<file path="src/rtl/csa_accum_pkg.sv">
// Shared definitions for the carry-save accumulator: FSM states, accumulator
// width derivation and operand extension.
package csa_accum_pkg;

  typedef enum logic [1:0] {
    ACC = 2'd0,
    RES = 2'd1,
    OUT = 2'd2
  } state_t;

  // Widest operand the extend() helper can carry; callers truncate to AW.
  localparam int EXT_MAX = 64;

  function automatic int acc_width(input int dw, input int cw);
    return dw + cw;
  endfunction

  // Bits at and above dw are copies of bit dw-1 when sgn, zeros otherwise.
  function automatic logic [EXT_MAX-1:0] extend(input logic [EXT_MAX-1:0] v,
                                                input int dw, input bit sgn);
    logic [EXT_MAX-1:0] r;
    r = '0;
    for (int i = 0; i < EXT_MAX; i++) begin
      r[i] = (i < dw) ? v[i] : (sgn & v[dw-1]);
    end
    return r;
  endfunction

endpackage

</file>
<file path="src/rtl/csa_accum_if.sv">
// Operand stream in and resolved-result stream out of the carry-save
// accumulator, both valid/ready.
interface csa_accum_if #(
  parameter int DW = 16,
  parameter int CW = 4
);
  localparam int AW = csa_accum_pkg::acc_width(DW, CW);

  logic          in_valid;
  logic          in_ready;
  logic [DW-1:0] in_data;
  logic          in_last;
  logic          out_valid;
  logic          out_ready;
  logic [AW-1:0] out_sum;
  logic [CW-1:0] out_cnt;
  logic          out_ovf;

  modport master (
    output in_valid, in_data, in_last, out_ready,
    input  in_ready, out_valid, out_sum, out_cnt, out_ovf
  );

  modport slave (
    input  in_valid, in_data, in_last, out_ready,
    output in_ready, out_valid, out_sum, out_cnt, out_ovf
  );

endinterface

</file>
<file path="src/rtl/csa_compress.sv">
// Bitwise 3:2 compressor: three W-bit words in, sum and unshifted carry out.
module csa_compress #(
  parameter int W = 20
) (
  input  logic [W-1:0] a,
  input  logic [W-1:0] b,
  input  logic [W-1:0] c,
  output logic [W-1:0] s,
  output logic [W-1:0] cy
);

  assign s  = a ^ b ^ c;
  assign cy = (a & b) | (a & c) | (b & c);

endmodule

</file>
<file path="src/rtl/csa_accum.sv">
// Carry-save operand accumulator: one operand per cycle in redundant form,
// one carry-propagate add per group, result on a valid/ready port.
module csa_accum
  import csa_accum_pkg::*;
#(
  parameter int DW     = 16,
  parameter int CW     = 4,
  parameter bit SIGNED = 1'b0
) (
  input  logic        clk,
  input  logic        nreset,
  input  logic        clr,
  csa_accum_if.slave  bus
);

  localparam int AW = acc_width(DW, CW);

  state_t        state, state_nxt;
  logic [AW-1:0] s_reg, c_reg, x;
  logic [AW-2:0] s_lo, cy_lo;
  logic          s_msb;
  logic [CW-1:0] cnt;
  logic          ovf;
  logic          accept;
  logic          cnt_full;
  logic [AW-1:0] sum_q;
  logic [CW-1:0] cnt_q;
  logic          ovf_q;

  assign x = AW'(extend(EXT_MAX'(bus.in_data), DW, SIGNED));

  // The carry out of the top bit would shift beyond AW and is dropped, so only
  // the lower AW-1 bit positions need a full compressor.
  csa_compress #(.W(AW-1)) u_csa (
    .a  (s_reg[AW-2:0]),
    .b  (c_reg[AW-2:0]),
    .c  (x[AW-2:0]),
    .s  (s_lo),
    .cy (cy_lo)
  );

  assign s_msb = s_reg[AW-1] ^ c_reg[AW-1] ^ x[AW-1];

  assign bus.in_ready  = (state == ACC);
  assign bus.out_valid = (state == OUT);
  assign bus.out_sum   = sum_q;
  assign bus.out_cnt   = cnt_q;
  assign bus.out_ovf   = ovf_q;

  assign accept   = bus.in_valid & bus.in_ready & ~clr;
  assign cnt_full = &cnt;

  always_comb begin
    state_nxt = state;
    case (state)
      ACC:     if (accept && bus.in_last) state_nxt = RES;
      RES:     state_nxt = OUT;
      OUT:     if (bus.out_ready) state_nxt = ACC;
      default: state_nxt = ACC;
    endcase
    if (clr) state_nxt = ACC;
  end

  always_ff @(posedge clk or negedge nreset) begin
    if (!nreset) state <= ACC;
    else         state <= state_nxt;
  end

  always_ff @(posedge clk or negedge nreset) begin
    if (!nreset) begin
      s_reg <= '0;
      c_reg <= '0;
      cnt   <= '0;
      ovf   <= 1'b0;
      sum_q <= '0;
      cnt_q <= '0;
      ovf_q <= 1'b0;
    end else if (clr) begin
      s_reg <= '0;
      c_reg <= '0;
      cnt   <= '0;
      ovf   <= 1'b0;
    end else begin
      case (state)
        ACC: begin
          if (accept) begin
            s_reg <= {s_msb, s_lo};
            c_reg <= {cy_lo, 1'b0};
            if (cnt_full) ovf <= 1'b1;
            else          cnt <= cnt + 1'b1;
          end
        end
        RES: begin
          sum_q <= s_reg + c_reg;
          cnt_q <= cnt;
          ovf_q <= ovf;
        end
        OUT: begin
          if (bus.out_ready) begin
            s_reg <= '0;
            c_reg <= '0;
            cnt   <= '0;
            ovf   <= 1'b0;
          end
        end
        default: ;
      endcase
    end
  end

endmodule
</file>
<file path="src/flat_wrapper.sv">
// flat-port wrapper written by rule: the top's interface ports become plain ports
module csa_accum_flat import csa_accum_pkg::*;
#(
  parameter int DW     = 16,
  parameter int CW     = 4,
  parameter bit SIGNED = 1'b0
)
  (clk, nreset, clr, bus_in_valid, bus_in_data, bus_in_last, bus_out_ready, bus_in_ready, bus_out_valid, bus_out_sum, bus_out_cnt, bus_out_ovf);
  csa_accum_if #(.DW(DW), .CW(CW)) bus_i ();
  input  logic clk;
  input  logic nreset;
  input  logic clr;
  input wire logic [$bits(bus_i.in_valid)-1:0] bus_in_valid;
  input wire logic [$bits(bus_i.in_data)-1:0] bus_in_data;
  input wire logic [$bits(bus_i.in_last)-1:0] bus_in_last;
  input wire logic [$bits(bus_i.out_ready)-1:0] bus_out_ready;
  output wire logic [$bits(bus_i.in_ready)-1:0] bus_in_ready;
  output wire logic [$bits(bus_i.out_valid)-1:0] bus_out_valid;
  output wire logic [$bits(bus_i.out_sum)-1:0] bus_out_sum;
  output wire logic [$bits(bus_i.out_cnt)-1:0] bus_out_cnt;
  output wire logic [$bits(bus_i.out_ovf)-1:0] bus_out_ovf;
  assign bus_i.in_valid = bus_in_valid;
  assign bus_i.in_data = bus_in_data;
  assign bus_i.in_last = bus_in_last;
  assign bus_i.out_ready = bus_out_ready;
  assign bus_in_ready = bus_i.in_ready;
  assign bus_out_valid = bus_i.out_valid;
  assign bus_out_sum = bus_i.out_sum;
  assign bus_out_cnt = bus_i.out_cnt;
  assign bus_out_ovf = bus_i.out_ovf;
  csa_accum #(.DW(DW), .CW(CW), .SIGNED(SIGNED)) u_core (.clk(clk), .nreset(nreset), .clr(clr), .bus(bus_i));
endmodule
</file>
<file path="config.mk">
export PLATFORM = sky130hd
export DESIGN_NAME = csa_accum_flat
export DESIGN_NICKNAME = d
export VERILOG_FILES = /design/src/rtl/csa_accum_pkg.sv /design/src/rtl/csa_accum_if.sv /design/src/rtl/csa_compress.sv /design/src/rtl/csa_accum.sv /design/src/flat_wrapper.sv
export SDC_FILE = /design/constraint.sdc
export NUM_CORES = 1
export LEC_CHECK = 0
export BUFFER_PORTS_ARGS = -buffer_cell sky130_fd_sc_hd__buf_2
export CORE_ASPECT_RATIO = 1.1
export CORE_UTILIZATION = 50
export DETAILED_ROUTE_END_ITERATION = 12
export GPL_ROUTABILITY_DRIVEN = 0
export PLACE_DENSITY = 0.67
export SLEW_MARGIN = 10
export SYNTH_ARGS = -nofsm -noshare
export SYNTH_HDL_FRONTEND = slang
export SYNTH_SLANG_ARGS = --single-unit
</file>
<file path="constraint.sdc">
create_clock -name clk -period 5.45 [get_ports clk]
set_input_delay 0.2725 -clock clk [delete_from_list [all_inputs] [get_ports clk]]
set_output_delay 0.2725 -clock clk [all_outputs]
set_load 0.05 [all_outputs]
</file>
==> impl_metrics.yaml <==
clock_network:
  worstSkewPairLatency_ns: 0.36
  cts_buffer_depth: 2
  post_cts_resized: 0
  path_clk_slew_ns: 0.08
  clock-sinks: 71
  cts_tree: "done"
  cts_max_level: 3
  cts-buffers-inserted: 9
  cts_root_buf: "clkbuf_8"
  ctsHoldBuffers: 0
  cts_setup_buffers: 0
setup_path:
  rrSetupSlack_ns: 2.89
  r2r-end: "u_core.bus.out_sum[17]"
  crit_fanout: 3
  critPathCaptureType: "register"
  critPathRequiredTime_ns: 5.67
  worstSetupPathType: "reg2reg"
  rr_worst_depth: 8
  rr_startpoint: "u_core.c_reg[1]"
  crit_path_start_kind: "register"
  crit_arrival_ns: 2.78
finish:
  syn_to_final_growth_pct: 13.2
  drive_gt1_frac: 0.161
  antenna-diode-count: 0
  nets: 537
  multi_input_area_mm2: 0.00218
  seqCellArea_mm2: 0.00178
  fin_area_mm2: 0.00459
  instances_no_fill: 592
  fill_cells: 738
worst_hold_path:
  hp-class: "in2async"
power_and_ir_drop:
  p_int_w: 0.00103
  clockPowerShare: 0.275
  pwr-share-comb: 0.320
  p_leak_nw: 2.46
  power_w: 0.00168
  ir_worst_vdd_v: 0.000144
  p_switching_w: 0.000656
  power.density_mw_per_mm2: 366
  p_sw_frac: 0.390
  p_seq_frac: 0.405
sta:
  final.setup.tns_ns: 0
  maxSlewViolCount: 0
  finalCriticalPeriod_ns: 2.56
  hold_viol: 0
  worst_clock_skew_ns: 0.0132
  setup_viol: 0
  tightest_slew_ns: 0.903
  slew_headroom: 0.398
  rsz0062_at_grt: "false"
  max_freq_mhz: 390
  period_share: 0.471
place:
  port_buffers: 48
  dpl-instance-area_mm2: 0.00438
  dp_cells: 576
  post-dp-hpwl_mm: 5.99
routing:
  ant_nets: 0
  vias: 3285
  drc: 0
  viasPerCell: 5.55
  avgRoutedWirePerCell_um: 14.6
  drt-pass1-iter-count: 4
  drt_iter0_drc: 135
  wirelength_mm: 8.64
synth:
  synth_flop_cell: "dfrtp_1"
  synth_cells: 441
  synth_top_cell_area_share: 0.438
  synth.area.top_cells: "dfrtp_1 (44%), nand2_1 (12%), fa_1 (7.9%)"
  ys_types: 54
  avgSynthCellArea_um2: 9.20
  synth_edf_count: 0
  ys_ff_latch: 71
  yosys.area.top_type: "dfrtp_1"
  postSynth.asyncResetShare: 1.00
  syn_area_mm2: 0.00406
  syn-num-nets: 499
  ys.warnings.count: 0
  ys_top_cells_by_count: "nand2_1 (128), dfrtp_1 (71), nand3_1 (43)"
  seq_area_frac_synth: 0.438
  yosysMostFrequentCell: "nand2_1"
global_route:
  grt_pass1_wl_mm: 14.4
  grt_pass1_vias: 3016
  grt_max_degree: 72
  antenna_found_initial: 0
  gr-total-overflow: 0
  grtUsageTotal: 0.222
die:
  die_x_um: 87.9
  num_rows: 34
  start_util: 0.515
  core_mm2: 0.00787
  die-area_mm2: 0.00848
  ios: 49
  dieHeight_um: 96.5
run_status:
  status: "finished clean"
flow_run:
  cap_viol_max_count: 0
-- power by group through the flow --
stage	Combinational (W)	Clock [W]	Sequential, W
2_1_floorplan	0.000233	0	0.000853
3_3_place_gp	0.000532	0	0.000691
3_5_place_dp	0.000541	0	0.000694
4_1_cts	0.000543	0.000470	0.000684
5_1_grt	0.000603	0.000487	0.000695
6_report	0.000538	0.000462	0.000682
-- critical path: stages, from the launching register on --
cell      delay, ns
dfrtp_1        0.42
ha_1           0.25
fa_1           0.41
a21o_1         0.19
a221o_2        0.38
a211oi_1       0.38
or2_1          0.21
or4_1          0.13
nand3_1        0.07
-- final cells by class --
class	instances	area share
flip-flops and latches	71	0.387
inverters	3	0.00245
clock buffers	10	0.0278
repair buffers	53	0.0605
multi-input cells	341	0.474
well taps	108	0.0294
clock inverters	6	0.0185
-- worst max-delay path by stage --
stage / start / endpoint / depth (start not counted) / slack (ns)
finish: u_core.c_reg[1] / u_core.bus.out_sum[17] / 8 / 2.89
global route: u_core.c_reg[1] / u_core.bus.out_sum[13] / 8 / 2.70
CTS: u_core.c_reg[1] / u_core.bus.out_sum[17] / 8 / 2.90
detailed placement: u_core.c_reg[1] / u_core.bus.out_sum[17] / 8 / 2.93
global placement: u_core.c_reg[1] / u_core.bus.out_sum[15] / 7 / 3.02
floorplan: u_core.c_reg[1] / u_core.bus.out_sum[15] / 7 / 3.12
-- per-layer routing --
layer / wire length [µm] / GRT usage / vias to the layer above
li1: - / - / 1610
met1: 3990 / 0.298 / 1603
met2: 4190 / 0.358 / 57
met3: 283 / 0.0331 / 15
met4: 170 / 0.0929 / 0
met5: 0 / 0 / -
-- metrics by stage --
stage               hold slack (ns)  setup WS, ns  utilization
floorplan                   -0.0231          3.12            -
global placement              0.452          3.02        0.556
detailed placement            0.451          2.93        0.556
CTS                           0.137          2.90        0.583
global route                  0.155          2.70        0.583
finish                        0.123          2.89        0.583
-- placed cells by master (no fill, tap or decap), types with 3 or more instances in the layout --
master    netlist  layout
a21o_1          8       8
a21oi_1        13      13
buf_2           1      48
buf_4           0       5
clkbuf_8        0       9
dfrtp_1        71      71
fa_1           16      16
ha_1           20      20
inv_1           3       3
nand2_1       128     128
nand3_1        43      43
nand4_1         3       3
nor2_1         18      16
o211ai_1        5       5
o21ai_0        19      19
o21bai_1        4       3
o31a_1          3       3
o31ai_1         4       4
xnor2_1         5       5
xor2_1          5       5
-- logic make-up after synthesis --
kind of cell | after synthesis | synth area share
flip-flops | 71 | 0.438
AND/OR/NAND/NOR | 209 | 0.221
multiplexers | 2 | 0.00524
adder cells (fa/ha/maj) | 36 | 0.141
XOR/XNOR | 10 | 0.0216
AO/OA/AOI/OAI | 84 | 0.147
buffers and inverters | 29 | 0.0271
Note: power is estimated with default switching activity, not from simulation.
